**src/rtl/vend_controller.sv**
```systemverilog
`default_nettype none
// ============================================================================
// Module   : vend_controller
// Brief    : Vending transaction engine. Tracks credit and selected cost,
//            issues the vend strobe and pays out change one coin per cycle.
// Revision : 1.0 - initial release
// ============================================================================
module vend_controller #(
    parameter int PRICE_0   = 15,
    parameter int PRICE_1   = 20,
    parameter int PRICE_2   = 25,
    parameter int PRICE_3   = 30,
    parameter int MAX_BAL   = 95,
    parameter int VEND_HOLD = 4
) (
    input  logic       clk,
    input  logic       reset,
    input  logic [2:0] coin,
    input  logic [3:0] product,
    input  logic       cancel,
    output logic [7:0] balance,
    output logic [7:0] cost,
    output logic [3:0] vend,
    output logic [2:0] change_coin,
    output logic       reject,
    output logic       busy
);

    localparam int c_cnt_w = (VEND_HOLD > 1) ? $clog2(VEND_HOLD) : 1;

    typedef enum logic [1:0] {
        S_IDLE   = 2'd0,
        S_VEND   = 2'd1,
        S_CHANGE = 2'd2
    } state_t;

    state_t             r_state;
    state_t             w_state_nxt;
    logic [7:0]         r_balance;
    logic [7:0]         w_balance_nxt;
    logic [7:0]         r_cost;
    logic [7:0]         w_cost_nxt;
    logic [3:0]         r_vend;
    logic [3:0]         w_vend_nxt;
    logic [2:0]         r_change;
    logic [2:0]         w_change_nxt;
    logic               r_reject;
    logic               w_reject_nxt;
    logic               r_busy;
    logic [c_cnt_w-1:0] r_cnt;
    logic [c_cnt_w-1:0] w_cnt_nxt;

    logic               w_coin_valid;
    logic               w_coin_any;
    logic [7:0]         w_coin_val;
    logic               w_prod_valid;
    logic [7:0]         w_price;
    logic [8:0]         w_sum;
    logic [7:0]         w_pay_val;
    logic [2:0]         w_pay_code;

    assign w_coin_valid = $onehot(coin);
    assign w_coin_any   = |coin;
    assign w_prod_valid = $onehot(product);
    assign w_sum        = {1'b0, r_balance} + {1'b0, w_coin_val};

    always_comb begin
        w_coin_val = 8'd0;
        case (coin)
            3'b001:  w_coin_val = 8'd5;
            3'b010:  w_coin_val = 8'd10;
            3'b100:  w_coin_val = 8'd25;
            default: w_coin_val = 8'd0;
        endcase
    end

    always_comb begin
        w_price = 8'd0;
        case (product)
            4'b0001: w_price = 8'(PRICE_0);
            4'b0010: w_price = 8'(PRICE_1);
            4'b0100: w_price = 8'(PRICE_2);
            4'b1000: w_price = 8'(PRICE_3);
            default: w_price = 8'd0;
        endcase
    end

    // Greedy payout; balance is always a multiple of 5 so this ends at zero.
    always_comb begin
        if (r_balance >= 8'd25) begin
            w_pay_val  = 8'd25;
            w_pay_code = 3'b100;
        end else if (r_balance >= 8'd10) begin
            w_pay_val  = 8'd10;
            w_pay_code = 3'b010;
        end else begin
            w_pay_val  = 8'd5;
            w_pay_code = 3'b001;
        end
    end

    always_comb begin
        w_state_nxt   = r_state;
        w_balance_nxt = r_balance;
        w_cost_nxt    = r_cost;
        w_vend_nxt    = r_vend;
        w_change_nxt  = 3'b000;
        w_reject_nxt  = 1'b0;
        w_cnt_nxt     = r_cnt;

        case (r_state)
            S_IDLE: begin
                if (cancel) begin
                    w_reject_nxt = w_coin_any;
                    if (r_balance != 8'd0) begin
                        w_state_nxt = S_CHANGE;
                    end else begin
                        w_cost_nxt = 8'd0;
                    end
                end else if (w_prod_valid) begin
                    w_reject_nxt = w_coin_any;
                    w_cost_nxt   = w_price;
                    if (r_balance >= w_price) begin
                        w_balance_nxt = r_balance - w_price;
                        w_vend_nxt    = product;
                        w_cnt_nxt     = c_cnt_w'(VEND_HOLD - 1);
                        w_state_nxt   = S_VEND;
                    end
                end else if (w_coin_valid) begin
                    if (w_sum <= 9'(MAX_BAL)) begin
                        w_balance_nxt = w_sum[7:0];
                    end else begin
                        w_reject_nxt = 1'b1;
                    end
                end else begin
                    w_reject_nxt = w_coin_any;
                end
            end

            S_VEND: begin
                w_reject_nxt = w_coin_any;
                if (r_cnt == '0) begin
                    w_vend_nxt = 4'b0000;
                    if (r_balance != 8'd0) begin
                        w_state_nxt = S_CHANGE;
                    end else begin
                        w_state_nxt = S_IDLE;
                        w_cost_nxt  = 8'd0;
                    end
                end else begin
                    w_cnt_nxt = r_cnt - 1'b1;
                end
            end

            S_CHANGE: begin
                w_reject_nxt = w_coin_any;
                if (r_balance == 8'd0) begin
                    w_state_nxt = S_IDLE;
                    w_cost_nxt  = 8'd0;
                end else begin
                    w_balance_nxt = r_balance - w_pay_val;
                    w_change_nxt  = w_pay_code;
                    if (r_balance == w_pay_val) begin
                        w_state_nxt = S_IDLE;
                        w_cost_nxt  = 8'd0;
                    end
                end
            end

            default: begin
                w_state_nxt = S_IDLE;
            end
        endcase
    end

    always_ff @(posedge clk or negedge reset) begin
        if (!reset) begin
            r_state   <= S_IDLE;
            r_balance <= 8'd0;
            r_cost    <= 8'd0;
            r_vend    <= 4'b0000;
            r_change  <= 3'b000;
            r_reject  <= 1'b0;
            r_busy    <= 1'b0;
            r_cnt     <= '0;
        end else begin
            r_state   <= w_state_nxt;
            r_balance <= w_balance_nxt;
            r_cost    <= w_cost_nxt;
            r_vend    <= w_vend_nxt;
            r_change  <= w_change_nxt;
            r_reject  <= w_reject_nxt;
            r_busy    <= (w_state_nxt != S_IDLE);
            r_cnt     <= w_cnt_nxt;
        end
    end

    assign balance     = r_balance;
    assign cost        = r_cost;
    assign vend        = r_vend;
    assign change_coin = r_change;
    assign reject      = r_reject;
    assign busy        = r_busy;

endmodule
`default_nettype wire

```
**config.mk**
```make
export PLATFORM = sky130hd
export DESIGN_NAME = vend_controller
export DESIGN_NICKNAME = d
export VERILOG_FILES = /design/src/rtl/vend_controller.sv
export SDC_FILE = /design/constraint.sdc
export NUM_CORES = 1
export LEC_CHECK = 0
export BUFFER_PORTS_ARGS = -buffer_cell sky130_fd_sc_hd__clkbuf_2
export CAP_MARGIN = 20
export CORE_ASPECT_RATIO = 0.6
export CORE_MARGIN = 4
export CORE_UTILIZATION = 56
export DETAILED_ROUTE_END_ITERATION = 8
export PLACE_DENSITY = 0.78
export SYNTH_ARGS = -nofsm -noshare
export SYNTH_HDL_FRONTEND = slang
export SYNTH_SLANG_ARGS = --single-unit
export TNS_END_PERCENT = 1
```
**constraint.sdc**
```tcl
create_clock -name clk -period 2.9 [get_ports clk]
set_input_delay 0.435 -clock clk [delete_from_list [all_inputs] [get_ports clk]]
set_output_delay 0.435 -clock clk [all_outputs]
set_load 0.05 [all_outputs]
```
Yosys cells after proc, flatten, opt, wreduce, memory -nomap -nowiden

Index checks and enable logic that the tools add are counted.

Bits in latches: 0
Register bits: 29
Output and inout port bits: 25
Word-level logic and storage cells: 104
RAM bits: 0
ROM bits: 0
Memories: 0
Input bits: 10

Muxes and demuxes: 46
$lt $le $gt $ge: 4
Add/subtract/negate cells: 9
Shifts and indexed selects: 0
Bitwise operators: 0
Eq/ne operators: 23
Reduce and logical (&&, ||, !) cells: 14
Div/mod/pow operators: 0
$mul: 0

Operators with widths:

| cell                 | number |
|---|---|
| $mux W8              | 12 |
| $mux W2              | 13 |
| $pmux W8 S3          | 1 |
| $mux W4              | 5 |
| $pmux W5 S4          | 1 |
| $pmux W8 S2          | 1 |
| $sub A8 B8 Y8        | 2 |
| $ne A3 B3 Y1 const B | 5 |
| $pmux W5 S3          | 1 |
| $ne A2 B2 Y1 const B | 6 |
| $reduce_and A5 Y1    | 2 |
| $add A8 B8 Y9        | 1 |
| $le A9 B7 Y1 const B | 1 |
| $mux W3              | 3 |
| $eq A8 B8 Y1         | 1 |
| $ge A8 B4 Y1 const B | 1 |
| $ge A8 B5 Y1 const B | 1 |
| $ge A8 B8 Y1         | 1 |
| $logic_not A8 Y1     | 1 |
| $pmux W4 S2          | 1 |
| $reduce_bool A8 Y1   | 1 |
| $add A1 B1 Y2        | 3 |
| $eq A3 B1 Y1 const B | 2 |
| $pmux W2 S3          | 1 |
| 22 further kinds     | 29 |

Logic depth before layout (Yosys ltp)

Gate-level depths: netlist (run 1).

Depth after elaboration: 9
Mapped depth: 13

Worst setup path before layout (run 1)

OpenSTA, ideal clock, no wires.

Path kind: input -> register
From: input product[3]
To: register r_cost[3], in the netlist cost[3]
Stages: 13
Library setup time: 121 ps
Setup slack: -319 ps
Path buffers: 3
Arrival: 3098 ps
Cell sequence: clkbuf_1 > inv_1 > fa_1 > inv_1 > ha_1 > ha_1 > or3b_1 > clkbuf_1 > nand2_1 > o21ai_0 > or3_1 > clkbuf_1 > a22o_1

Cells in the longest elaborated chain, start to end: 5

RTL lines:

| item                                                                      | RTL line | source |
|---|---|---|
| start: declaration                                                        | 19       | `input logic [3:0] product,` |
| $add A1 B1 Y2 (implied by the code), or another cell as far along         | 64       | `assign w_prod_valid = $onehot(product);` |
| $add A2 B2 Y3 (implied by the code) / $pmux W5 S4 (equally long branches) | 64, 79   |  |
| $eq A3 B1 Y1 / $mux W8 (equally long branches)                            | 64, 120  |  |
| $ne A3 B3 Y1 (no source line) / $mux W8 (equally long branches)           | --       |  |
| $reduce_and A4 Y1 (no source line) / $pmux W8 S3 (equally long branches)  | --       |  |
| end signal: assignment                                                    | 189      | `r_cost <= w_cost_nxt;` |
| end: declaration                                                          | 41       | `logic [7:0] r_cost;` |

Parallel ways exist; a longest one is shown, timed or not. The select of a mux whose other input is x is not followed.
A chain may end at the register's enable or synchronous reset.

Worst setup path in the final report (run 1)

From: input product[0]
To: register r_balance[7], in the netlist balance[7]

Cells in the longest elaborated chain, start to end: 7

RTL lines:

| item                                       | RTL line | source |
|---|---|---|
| $eq A4 B4 Y1, or another cell as far along | 79       | `case (product)` |
| $pmux W5 S4                                | 79       |  |
| $sub A8 B8 Y8                              | 124      | `w_balance_nxt = r_balance - w_price;` |
| $mux W8                                    | 123      | `if (r_balance >= w_price) begin` |
| $mux W8                                    | 120      | `end else if (w_prod_valid) begin` |
| $mux W8                                    | 113      | `if (cancel) begin` |
| $pmux W8 S2                                | 111      | `case (r_state)` |
| end signal: assignment                     | 188      | `r_balance <= w_balance_nxt;` |
| end: declaration                           | 39       | `logic [7:0] r_balance;` |

Parallel ways exist; a longest one is shown, timed or not. The select of a mux whose other input is x is not followed.

==> results.py, run 1 <==
metrics = {
    "timing": {
        "timing.final.crit_period_ps": 2850,
        "setup_viol": 0,
        "hold_violations": 0,
        "max_slew_margin_pct": 50.3,
        "fmax_mhz": 351,
        "fin_skew_ps": 5.90,
        "slew_viol_final": 0,
        "rsz0062_at_grt": "yes",
        "worst_slew_pin_slew_ps": 745,
        "fin_crit_sh_pct": 98.3,
        "finalWorstSetupSlack_ps": 48.4,
    },
    "logic_synthesis": {
        "synth_top_area_share_pct": 28.8,
        "synth_cells": 289,
        "async_flop_share_pct": 100,
        "yosysWarnings": 0,
        "yosysTopAreaCell": "dfrtp_1",
        "synth_cell_types": 54,
        "yosys_register_bits": 29,
        "synth_area_leaders": "dfrtp_1, ha_1, fa_1",
        "synth_edf_count": 0,
        "ys_seq_area_share_pct": 28.8,
        "ys.flop_type": "dfrtp_1",
        "synth_nets": 329,
        "netlist_area_um2": 2520,
        "postSynthAreaPerCell_um2": 8.73,
    },
    "finish": {
        "nets": 412,
        "nFillCells": 314,
        "final_util_pct": 77.5,
        "n_antenna_cell": 0,
        "drive_gt1_share_pct": 34.4,
        "area_growth_pct": 29.9,
    },
    "power_and_ir_drop": {
        "p_int_uw": 1960,
        "p_clk_share_pct": 8.5,
        "power.density_nw_per_um2": 1240,
        "p_sw_share_pct": 51.5,
        "irDropWorstVdd_uv": 821,
        "leakage_uw": 0.00165,
        "total_power_uw": 4050,
        "pwr-share-seq_pct": 17.3,
        "netSwitchingPower_uw": 2090,
        "comb_power_share_pct": 74.2,
    },
    "setup_path": {
        "worstReg2RegEnd": "cost[4]",
        "rr_startpoint": "balance[5]",
        "startpoint_type": "input port",
        "reg2reg_depth": 10,
        "cp.arrival_ps": 3020,
        "crit_end": "balance[7]",
        "path_max_fanout": 4,
        "cp-end-kind": "flop",
        "crit_start": "product[0]",
        "critical_path_class": "in2reg",
        "r2r_slack_ps": 100,
        "cp.required_ps": 3070,
    },
    "cts": {
        "cts_made_buffers": 5,
        "cts_root_buf": "clkbuf_8",
        "htreeDepth": 2,
        "path_clk_slew_ps": 70,
        "cts_sinks": 29,
        "cts_buffer_depth": 2,
        "cts_tree": "yes",
        "clk_latency_ps": 280,
    },
    "global_routing": {
        "grt_remaining_overflow": 0,
        "use_met3_pct": 8.18,
        "busiest_layer": "met2",
        "grtUsageMet1_pct": 39.2,
        "grtUsageTotal_pct": 27.3,
        "grt_pass1_wl_um": 11800,
        "met2_usage_pct": 40.3,
        "grt_pass1_vias": 2463,
        "antenna_found_initial": 0,
        "grt_max_degree": 30,
    },
    "floorplan": {
        "core_area_um2": 4230,
        "ios": 35,
        "dieArea_um2": 5680,
        "die_w_um": 94.7,
        "die_y_um": 60,
        "start_util_pct": 59.6,
        "rows": 18,
    },
    "route": {
        "ant_nets": 0,
        "wl_um": 7130,
        "route.vias.total": 2539,
        "drc_errors": 0,
        "routed_via_density": 5.88,
        "firstDrtPassIters": 4,
        "drt-initial-drc-count": 166,
        "wire_per_inst_um": 16.5,
    },
    "placement": {
        "dp_hpwl_um": 5710,
        "place_congestion": 0.912,
        "port_buffers": 34,
        "place_ws_ps": -269,
    },
    "worst_hold_path": {
        "hp-class": "in2async",
    },
    "job": {
        "cap_viol_max_count": 0,
    },
    "run_status": {
        "status": "completed",
    },
}
-- timing repair --
action                                  in CTS  in global routing
hold buffers                                 0                  0
buffers inserted                             0                  3
resized for setup                            1                 14
endpoints found under the setup margin       5                 23
pin swaps                                    0                  3
-- through the flow --
step	cell area [µm²]	TNS, ps	instances	hold WS [ps]
after global routing	3280	-175	432	262
after detailed placement	3120	-3580	422	472
after CTS	3210	0	429	222
final	3280	0	432	202
after global placement	3120	-2550	422	468
after floorplan	2580	0	289	139
-- registers in the layout (all words and copies together) (netlist names) --
signal / cells
vend: 4
reject: 1
r_cnt: 2
balance: 8
busy: 1
r_state: 2
cost: 8
change_coin: 3
-- how the worst min path moves through the flow --
stage / start / endpoint
detailed placement: cost[6] / cost[6]
global placement: cost[7] / cost[7]
global route: reset / reject
finish: reset / reject
floorplan: reset / balance[0]
CTS: reset / reject
-- cells by family (layout without fill, tap and decap cells) --
kind of cell,after synthesis,after routing,synth area share (%)
AO/OA/AOI/OAI,77,77,21.7
XOR/XNOR,5,5,1.74
adder cells (fa/ha/maj),30,30,16.4
buffers and inverters,36,119,5.45
flip-flops,29,29,28.8
multiplexers,13,13,5.40
AND/OR/NAND/NOR,99,99,20.6
-- metal layers --
layer / share of wire [%] / wire (µm)
met1: 49 / 3470
met2: 43 / 3080
met3: 6.9 / 495
met4: 1.1 / 76
met5: 0 / 0
-- synthesized netlist by cell type, types with 6 or more instances --
| cell type | count |
|---|---|
| a21oi_1 | 12 |
| o21ai_0 | 16 |
| a22o_1 | 10 |
| ha_1 | 25 |
| inv_1 | 26 |
| nor3_1 | 10 |
| mux2i_1 | 8 |
| nand2b_1 | 8 |
| nor2_1 | 26 |
| clkbuf_1 | 8 |
| nand2_1 | 17 |
| nand3_1 | 6 |
| dfrtp_1 | 29 |
-- cell usage in the layout (no fill, tap or decap), drive strengths merged, types with 3 or more instances in the layout --
cell type,count
nand2b,8
nand3,6
mux2i,8
nor2b,5
o21ai,17
and2,4
buf,52
fa,5
or2,4
nand3b,3
xor2,4
a311oi,3
a22o,10
a21o,4
nor3b,3
a21oi,12
a31oi,5
nor3,12
inv,26
a211oi,3
nor2,26
nand2,18
clkbuf,41
mux2,5
and3,4
dfrtp,29
ha,25
-- critical path, cell delays in order --
cell      delay, ps
clkbuf_2         90
buf_4           130
ha_1            210
mux2i_2         200
nor2_1          110
ha_1            220
fa_1            410
nand2b_1        200
a21oi_2         190
o21ai_2         110
a21bo_2         240
and3_2          220
a211o_1         270
-- area by class of cell --
class                   instances  area [µm²]  share of cell area [%]
clock buffers                   7        86.3                    2.63
inverters                      26        97.6                    2.98
flip-flops and latches         29         728                    22.2
multi-input cells             224        1730                    52.8
well taps                      60        75.1                    2.29
repair buffers                 86         561                    17.1
-- power groups by stage --
stage               Sequential [µW]  Clock, µW  Combinational, µW
finish                          702        344               3010
global route                    721        366               3260
CTS                             697        348               2890
detailed placement              702          0               2880
global placement                698          0               2800
floorplan                      1140          0               1550
Note: power is estimated with default switching activity, not from simulation.
==> inputs of run 2 (changes only) <==
==> constraint.sdc (replaced) <==
create_clock -name clk -period 3.56 [get_ports clk]
set_input_delay 0.534 -clock clk [delete_from_list [all_inputs] [get_ports clk]]
set_output_delay 0.534 -clock clk [all_outputs]
set_load 0.05 [all_outputs]
==> run 2 against run 1 <==
Worst setup slack better by 250 ps. Clock power is 22% lower. Sequential power is 18% lower. Global-route usage is 3.2 points lower. Core utilization is 9.0 points lower. Cell area is 12% lower. First-iteration DRC count is 1.8% higher. Die area stayed put. Cell count is 9.3% lower. Combinational power is 29% lower. Sequential cell count stayed put. Critical path depth is 3 lower. Critical endpoint unchanged.
==> results.py, run 2 (same netlist as run 1, synthesis figures left out) <==
metrics = {
    "run_status": {
        "status": "completed",
    },
    "route": {
        "route.vias.total": 2300,
        "ant_nets": 0,
        "drt-initial-drc-count": 169,
        "wire_per_inst_um": 16.0,
        "routed_via_density": 5.87,
        "firstDrtPassIters": 4,
        "drc_errors": 0,
        "wl_um": 6270,
    },
    "floorplan": {
        "ios": 35,
        "die_w_um": 94.7,
        "start_util_pct": 59.6,
        "dieArea_um2": 5680,
        "rows": 18,
        "core_area_um2": 4230,
        "die_y_um": 60,
    },
    "job": {
        "cap_viol_max_count": 0,
    },
    "finish": {
        "stdcell_count": 392,
        "stdcell_area_um2": 2900,
        "n_antenna_cell": 0,
        "seq_area_um2": 726,
        "area_growth_pct": 14.8,
        "drive_gt1_share_pct": 21.1,
        "multiInputGateArea_um2": 1660,
        "final_cell_mix": "clkbuf_2, dfrtp_1, inv_1, nor2_1, ha_1",
        "nets": 371,
        "final_common_cell": "clkbuf_2",
        "nFillCells": 371,
        "final_util_pct": 68.4,
    },
    "power_and_ir_drop": {
        "irDropWorstVdd_uv": 644,
        "leakage_uw": 0.00145,
        "total_power_uw": 2980,
        "power.density_nw_per_um2": 1030,
    },
    "setup_path": {
        "startpoint_type": "flop",
        "cp.arrival_ps": 3420,
        "critical_path_class": "reg2reg",
        "cp-end-kind": "flop",
        "path_max_fanout": 6,
        "cp.required_ps": 3720,
    },
    "timing": {
        "fin_crit_sh_pct": 91.6,
        "worst_slew_pin_slew_ps": 727,
        "timing.final.crit_period_ps": 3260,
        "fin_skew_ps": 15.1,
        "fmax_mhz": 307,
        "finalSetupTns_ps": 0,
        "max_slew_margin_pct": 51.5,
        "slew_viol_final": 0,
        "setup_viol": 0,
        "rsz0062_at_grt": "no",
        "hold_violations": 0,
    },
    "cts": {
        "cts_sinks": 29,
        "cts_hold_buf": 0,
        "clk_latency_ps": 290,
        "cts_buffer_depth": 2,
        "path_clk_slew_ps": 80,
        "cts-resized-gates": 0,
        "post-cts-setup-buffers": 0,
        "cts_tree": "yes",
        "htreeDepth": 2,
        "cts_root_buf": "clkbuf_8",
        "cts_made_buffers": 5,
    },
    "global_routing": {
        "grt_pass1_wl_um": 10500,
        "grt_max_degree": 30,
        "antenna_found_initial": 0,
        "grt_remaining_overflow": 0,
        "grtUsageTotal_pct": 24.1,
        "grt_pass1_vias": 2169,
    },
    "placement": {
        "place_congestion": 0.929,
        "port_buffers": 34,
        "dp_hpwl_um": 4920,
        "place_area_um2": 2810,
        "dp.cells": 384,
    },
    "worst_hold_path": {
        "hp-class": "in2async",
    },
}
run 2: cell types whose count changed in the layout (fill, tap and decap cells not counted), sizes merged:
cell,before,now
buf,52,11
clkbuf,41,39
clkinv,0,2
clkinvlp,0,1
run 2: worst paths after layout:
check	from	to	slack (ps)	cells past startpoint
worst min-delay path	reset	cost[3]	300	1
worst max-delay path	balance[5]	balance[7]	300	10
worst max register to register	balance[5]	balance[7]	300	10
min in group clk	cost[6]	cost[6]	490	1
max in group asynchronous	reset	cost[4]	2790	1
worst min register to register	cost[6]	cost[6]	490	1
run 2: where the power goes:
| group | leakage, µW | internal [µW] | switching (µW) |
|---|---|---|---|
| sequential | 0.000364 | 463 | 113 |
| combinational | 0.00104 | 781 | 1360 |
| clock | 0.0000439 | 135 | 135 |
run 2: area by class of cell:
class / instances / area share, %
multi-input cells: 224 / 57.3
clock buffers: 5 / 2.37
flip-flops and latches: 29 / 25.0
clock inverters: 3 / 0.604
inverters: 26 / 3.37
repair buffers: 45 / 8.72
well taps: 60 / 2.59
run 2: metrics by stage:
stage	worst slack [ps]	hold slack, ps
final	299	300
after global routing	42.4	364
after CTS	381	335
after detailed placement	67.1	471
after global placement	155	468
after floorplan	242	238
run 2: per-layer routing:
layer,track usage [%],up-vias,wire length (µm)
li1,-,1128,-
met1,36.5,1079,3130
met2,34.2,88,2580
met3,6.92,5,538
met4,4.72,0,27
met5,0,-,0
run 2: worst max-delay path, stage by stage, from the launching register on:
cell      delay, ps
dfrtp_1         380
nor3_2          470
nand3b_1        300
nand2_1         220
ha_1            260
nor2b_1         150
o31a_1          260
o21ai_0         400
nand2b_1        170
o311a_1         300
a211o_1         230
